## config.mk

```make
export PLATFORM = sky130hd
export DESIGN_NAME = dct_block_stager_flat
export DESIGN_NICKNAME = d
export VERILOG_FILES = /design/src/rtl/dct_block_stager_if.sv /design/src/rtl/dct_block_stager.sv /design/src/flat_wrapper.sv
export SDC_FILE = /design/constraint.sdc
export NUM_CORES = 1
export LEC_CHECK = 0
export BUFFER_PORTS_ARGS = -buffer_cell sky130_fd_sc_hd__clkbuf_2
export CELL_PAD_IN_SITES_DETAIL_PLACEMENT = 0
export CELL_PAD_IN_SITES_GLOBAL_PLACEMENT = 1
export CORE_MARGIN = 2
export CORE_UTILIZATION = 60
export CTS_BUF_LIST = sky130_fd_sc_hd__clkbuf_2
export DETAILED_ROUTE_END_ITERATION = 12
export HOLD_SLACK_MARGIN = 0.08
export PLACE_DENSITY = 0.95
export SLEW_MARGIN = 25
export SYNTH_ARGS = -nofsm -noshare
export SYNTH_HDL_FRONTEND = slang
export SYNTH_SLANG_ARGS = --single-unit
```

## constraint.sdc

```tcl
create_clock -name clock -period 2.86 [get_ports clock]
set_clock_uncertainty 0.15 [all_clocks]
set_input_delay 0 -clock clock [delete_from_list [all_inputs] [get_ports clock]]
set_output_delay 0 -clock clock [all_outputs]
set_load 0.01 [all_outputs]
```

## src/rtl/dct_block_stager_if.sv

```systemverilog
// Handshake, status and fetch-port signals between the sample source, the
// stager and the DCT consumer.
interface dct_block_stager_if #(
  parameter int DATA_WIDTH = 8
);
  logic                  in_valid;
  logic [DATA_WIDTH-1:0] in_data;
  logic                  in_ready;
  logic                  block_ready;
  logic                  block_done;
  logic [2:0]            fetch_addr;
  logic                  fetch_clk;
  logic [DATA_WIDTH-1:0] fetch_data;

  modport master (
    output in_valid, in_data, block_done, fetch_addr, fetch_clk,
    input  in_ready, block_ready, fetch_data
  );

  modport slave (
    input  in_valid, in_data, block_done, fetch_addr, fetch_clk,
    output in_ready, block_ready, fetch_data
  );
endinterface

```

## src/rtl/dct_block_stager.sv

```systemverilog
// Ping-pong sample stager for the 8-point DCT: packs 8 samples per bank,
// announces complete banks and serves registered random reads until release.
module dct_block_stager #(
  parameter int DATA_WIDTH = 8,
  parameter int BLOCK_LEN  = 8
) (
  input logic              clock,
  input logic              nreset,
  dct_block_stager_if.slave bus
);
  localparam logic [2:0] LAST_IDX = 3'(BLOCK_LEN - 1);

  logic [DATA_WIDTH-1:0] mem [16];
  logic [2:0]            wr_idx;
  logic                  wr_bank;
  logic                  rd_bank;
  logic [1:0]            count;
  logic [DATA_WIDTH-1:0] fetch_q;
  logic                  in_ready;
  logic                  block_ready;
  logic                  accept;
  logic                  complete;
  logic                  rel;

  always_comb begin
    in_ready    = (count != 2'd2);
    block_ready = (count != 2'd0);
    accept      = bus.in_valid && in_ready;
    complete    = accept && (wr_idx == LAST_IDX);
    rel         = bus.block_done && block_ready;
  end

  assign bus.in_ready    = in_ready;
  assign bus.block_ready = block_ready;
  assign bus.fetch_data  = fetch_q;

  // Memory is deliberately left out of the reset domain: reset only discards banks.
  always_ff @(posedge clock) begin
    if (accept) mem[{wr_bank, wr_idx}] <= bus.in_data;
  end

  always_ff @(posedge clock or negedge nreset) begin
    if (!nreset) begin
      wr_idx  <= '0;
      wr_bank <= 1'b0;
      rd_bank <= 1'b0;
      count   <= '0;
      fetch_q <= '0;
    end else begin
      if (accept) begin
        wr_idx <= (wr_idx == LAST_IDX) ? '0 : wr_idx + 3'd1;
      end
      if (complete) wr_bank <= ~wr_bank;
      if (rel)      rd_bank <= ~rd_bank;
      // Simultaneous completion and release leaves the bank count unchanged.
      unique case ({complete, rel})
        2'b10:   count <= count + 2'd1;
        2'b01:   count <= count - 2'd1;
        default: count <= count;
      endcase
      if (bus.fetch_clk) fetch_q <= mem[{rd_bank, bus.fetch_addr}];
    end
  end
endmodule

```

## src/flat_wrapper.sv

```systemverilog
// flat-port wrapper written by rule: the top's interface ports become plain ports
module dct_block_stager_flat 
#(
  parameter int DATA_WIDTH = 8,
  parameter int BLOCK_LEN  = 8
)
  (clock, nreset, bus_in_valid, bus_in_data, bus_block_done, bus_fetch_addr, bus_fetch_clk, bus_in_ready, bus_block_ready, bus_fetch_data);
  dct_block_stager_if #(.DATA_WIDTH(DATA_WIDTH)) bus_i ();
  input logic clock;
  input logic nreset;
  input wire logic [$bits(bus_i.in_valid)-1:0] bus_in_valid;
  input wire logic [$bits(bus_i.in_data)-1:0] bus_in_data;
  input wire logic [$bits(bus_i.block_done)-1:0] bus_block_done;
  input wire logic [$bits(bus_i.fetch_addr)-1:0] bus_fetch_addr;
  input wire logic [$bits(bus_i.fetch_clk)-1:0] bus_fetch_clk;
  output wire logic [$bits(bus_i.in_ready)-1:0] bus_in_ready;
  output wire logic [$bits(bus_i.block_ready)-1:0] bus_block_ready;
  output wire logic [$bits(bus_i.fetch_data)-1:0] bus_fetch_data;
  assign bus_i.in_valid = bus_in_valid;
  assign bus_i.in_data = bus_in_data;
  assign bus_i.block_done = bus_block_done;
  assign bus_i.fetch_addr = bus_fetch_addr;
  assign bus_i.fetch_clk = bus_fetch_clk;
  assign bus_in_ready = bus_i.in_ready;
  assign bus_block_ready = bus_i.block_ready;
  assign bus_fetch_data = bus_i.fetch_data;
  dct_block_stager #(.DATA_WIDTH(DATA_WIDTH), .BLOCK_LEN(BLOCK_LEN)) u_core (.clock(clock), .nreset(nreset), .bus(bus_i));
endmodule
```

==> After elaboration in Yosys (flattened, before gate mapping) <==
Memory sizes are Yosys's and may differ from the RTL's. A register that Yosys moved wholly into a read port is not among the register bits.
Cells that the tools add are included.
Widths: inputs -> output; s select.
{ "classes": {"add_sub_neg": 3, "n_eq_ne": 4, "muxes": 4, "bitwise_logic": 2, "reduce_logical": 6} }
{ "ops": {"columns": ["operator", "count"], "rows": [
  ["$pmux 2 s2", 1],
  ["$reduce_bool 2->1", 2],
  ["$add 3x1->3 const B", 1],
  ["$eq 3x3->1 const B", 1],
  ["$logic_and 1x1->1", 3],
  ["$mux 3", 1],
  ["$add 2x1->2 const B", 1],
  ["$eq 2x1->1 const B", 1],
  ["$eq 2x2->1 const B", 1],
  ["$mux 1", 2],
  ["$ne 2x2->1 const B", 1],
  ["$not 1->1", 2],
  ["$sub 2x1->2 const B", 1],
  ["$logic_not 1->1", 1]
]} }
{ "word_totals": {"ff_bits": 7, "ram_bits": 128, "output_inout_bits": 10, "word_cells": 24, "n_memories": 1} }
{ "memory_table": {"columns": ["memory", "depth", "width", "read_ports", "rd_clocked_by_memory_dff", "write_ports", "line", "text"], "rows": [
  ["u_core.mem", 16, 8, 1, 1, 1, "dct_block_stager.sv:13", "logic [DATA_WIDTH-1:0] mem [16];"]
]} }

==> Longest topological paths before layout <==
{ "depth": {"word_depth": 5, "depth_mapped": 7} }

==> Worst setup path before layout <==
No wires, ideal clock.
{ "synth_path": {"path_kind": "reg-to-reg", "start": "reg u_core.count[1]", "end": "mem u_core.mem[12][0] (enable)", "arrival_ns": 1.235, "required_time_ns": 2.339, "path_slack_ns": 1.104, "path_stages_with_launch": 5, "path_buffers": 0, "cell_sequence": "dfrtp_1 -> nor2b_1 -> inv_1 -> nand4_1 -> nor2_1"} }
{ "synth_between": {"elab_chain_len": 4} }
{ "synth_lines": {"columns": ["item", "line", "text"], "rows": [
  ["start: declaration", "dct_block_stager.sv:17", "logic [1:0] count;"],
  ["start signal: assignment", "dct_block_stager.sv:57", "2'b10: count <= count + 2'd1;"],
  ["start signal: assignment", "dct_block_stager.sv:58", "2'b01: count <= count - 2'd1;"],
  ["start signal: assignment", "dct_block_stager.sv:59", "default: count <= count;"],
  ["$ne 2x2->1", "dct_block_stager.sv:26", "in_ready = (count != 2'd2);"],
  ["via bus_in_ready", "flat_wrapper.sv:16", "output wire logic [$bits(bus_i.in_ready)-1:0] bus_in_ready;"],
  ["$logic_and 1x1->1", "dct_block_stager.sv:28", "accept = bus.in_valid && in_ready;"],
  ["$mux 1", "dct_block_stager.sv:39", "if (accept) mem[{wr_bank, wr_idx}] <= bus.in_data;"],
  ["$mux 1 (implied by the code)", "dct_block_stager.sv:39", null],
  ["end: declaration", "dct_block_stager.sv:13", null]
]} }
The timed path passes the listed nets, and every way through them passes these cells.

==> out/metrics.yaml <==
outcome:
  run_status: "finished, final reports clean"
yosys:
  netlist_area_sq_um: 5689
  async_flop_share: 0.1049
  syn_area_per_cell_sq_um: 20.84
  post-synth-top-count-cell: "edfxtp_1"
  yosysSeqAreaShare: 0.7416
  ys_ff_latch: 143
  synth_edf_count: 128
  synth.distinct_cells: 28
  synthTopCellsByCount: "edfxtp_1 (128), mux4_2 (19), dfrtp_1 (15)"
  netlist_instances: 273
  ys.flop_type: "edfxtp_1"
  synth_nets: 295
  synth_top_cell_by_area: "edfxtp_1"
  synthTopCellsByArea: "edfxtp_1 (68%), mux4_2 (7.5%), dfrtp_1 (6.6%)"
  synth_top_cell_area_share: 0.6756
  yosysWarnings: 0
route:
  drt-initial-drc-count: 235
  drc: 0
  routed_wl_um: 10360
  antenna_left: 0
  drt-vias-per-instance: 6.032
  num_vias: 2805
  wl_per_cell_um: 22.29
  firstDrtPassIters: 6
timing:
  fin_crit_sh: 0.8744
  worstMarginPinSlew_ps: 864.7
  slew_violations: 0
  slew_headroom: 0.4235
  hold_violations: 0
  setup_ws_ps: 359.2
  setup_viol: 0
  layout_min_cycle_time_ps: 2501
  tns_ps: 0
  fin_hold_ws_ps: 157.7
  max_freq_mhz: 399.9
  rsz0062_at_grt: "no"
clock_tree:
  cts.sinks: 143
  cts_made_buffers: 17
  clk_pin_slew_ps: 190
  clock_path_buffers: 2
  clk_latency_ps: 630
  htreeDepth: 4
  cts_setup_buffers: 0
  cts_tree: "done"
  cts-root-buf: "clkbuf_2"
critical_path:
  cp-end-kind: "flip-flop"
  worst_setup_path_start_kind: "flip-flop"
  path_class: "reg -> reg"
  cp.arrival_ps: 2910
  cp.required_ps: 3270
  critPathMaxFanout: 19
grt:
  grt_use_met2: 0.3306
  grt_pass1_vias: 2777
  busiest_layer: "met1"
  met1_usage: 0.3350
  grt_start_max_net_pins: 21
  grt_util_met3: 0.06349
  track_usage: 0.2255
  antenna_found_initial: 0
  grt_overflow: 0
  grt_pass1_wl_um: 16100
floorplanning:
  floorplan.initialDensity: 0.6157
  die_area_sq_um: 10280
  die_h_um: 101.4
  io_pins: 26
  die_x_um: 101.4
  rows: 35
  coreArea_sq_um: 9240
placed_design:
  dpl.hpwl_um: 6799
  placed_cells: 416
  place_ws_ps: 696.6
  port_buffers: 25
  gp_congestion: 0.7966
  dpl-instance-area_sq_um: 5884
layout:
  diodes: 0
  layout-drive-gt1-share: 0.2381
  final_nets: 346
  area_growth_pct: 11.24
  layoutNonFillerInstCount: 465
  fin_area_sq_um: 6329
power:
  p_leak_nw: 2.182
  power_density_nw_per_um2: 756.9
  vdd_ir_drop_max_mv: 0.5308
job:
  cap_violations: 0
hold_path:
  hold_class: "in -> reg"
stage by stage:
step	utilization	power [mW]
floorplan	-	3.286
global placement	0.6368	3.537
detailed placement	0.6368	3.586
CTS	0.6849	4.817
global route	0.6849	5.016
finish	0.6849	4.790
worst max-delay path, stage by stage, from the launching register on:
cell and delay [ps]:
dfrtp_1 940, nand2b_1 390, o22ai_1 260, a221oi_1 100, dlygate4sd3_1 570
sequential cells by signal, indices dropped and copies added (netlist names):
signal / flops
u_core.mem: 128
u_core.wr_idx: 3
u_core.bus.fetch_data: 8
u_core.count: 2
u_core.wr_bank: 1
u_core.rd_bank: 1
layout make-up:
class | count | area, sq um
repair buffers | 46 | 327.8
well taps | 129 | 161.4
clock inverters | 12 | 168.9
multi-input cells | 108 | 1326
fillers | 562 | 2912
inverters | 8 | 30.03
clock buffers | 19 | 95.09
flip-flops and latches | 143 | 4219
worst paths after layout:
kind | from | end | slack, ps | cells after the start
max in group asynchronous | nreset | u_core.bus.fetch_data[2] | 1760 | 3
worst min register to register | u_core.count[1] | u_core.count[1] | 340 | 1
worst min-delay path | bus_fetch_clk | u_core.bus.fetch_data[7] | 160 | 3
worst max-delay path | u_core.rd_bank | u_core.bus.fetch_data[1] | 360 | 4
min in group asynchronous | nreset | u_core.bus.fetch_data[4] | 320 | 3
worst max register to register | u_core.rd_bank | u_core.bus.fetch_data[1] | 360 | 4
routing by layer:
layer / share of wire / up-vias
li1: - / 1228
met1: 0.42 / 1390
met2: 0.48 / 168
met3: 0.080 / 19
met4: 0.018 / 0
met5: 0 / -
cells by family after synthesis:
group / Yosys count / synth area share
AOI/OAI and AO/OA: 16 / 0.02111
adders and majority gates: 6 / 0.01320
buffers and inverters: 22 / 0.02529
DFF: 143 / 0.7416
and+or+nand+nor: 38 / 0.03585
muxes: 43 / 0.1553
xor gates and xnor gates: 5 / 0.007699
placed cells by master (no fill, tap or decap):
master and n:
or2_2 2, nor4b_1 2, mux2_2 3, clkinv_2 1, clkinv_1 3, xor2_1 2
buf_4 3, o22ai_1 8, nand3_1 1, nor4_1 1, clkinv_4 2, inv_1 8
nor2_1 14, dfrtp_1 15, clkinvlp_4 2, xnor2_1 3, ha_1 6, mux2i_1 8
clkbuf_2 44, a221oi_1 8, nand4_1 1, dlygate4sd3_1 18, nand2b_1 1, mux4_2 19
bufinv_16 4, nor2b_1 1, nand2_1 1, and2_1 14, mux4_1 13, edfxtp_1 128
what timing repair did:
item | in CTS | in global routing
hold buffers | 18 | 0
resized for setup | 0 | 0
hold endpoints to repair | 286 | 0
setup endpoints to repair | 0 | 0
power breakdown:
| part | leakage (nW) | internal [mW] | switching (mW) | total [mW] |
|---|---|---|---|---|
| registers | 1.32 | 2.53 | 0.174 | 2.70 |
| clock network | 0.153 | 0.569 | 0.661 | 1.23 |
| logic | 0.705 | 0.399 | 0.461 | 0.861 |
| total | 2.18 | 3.49 | 1.30 | 4.79 |
(Power assumes the default switching activity.)
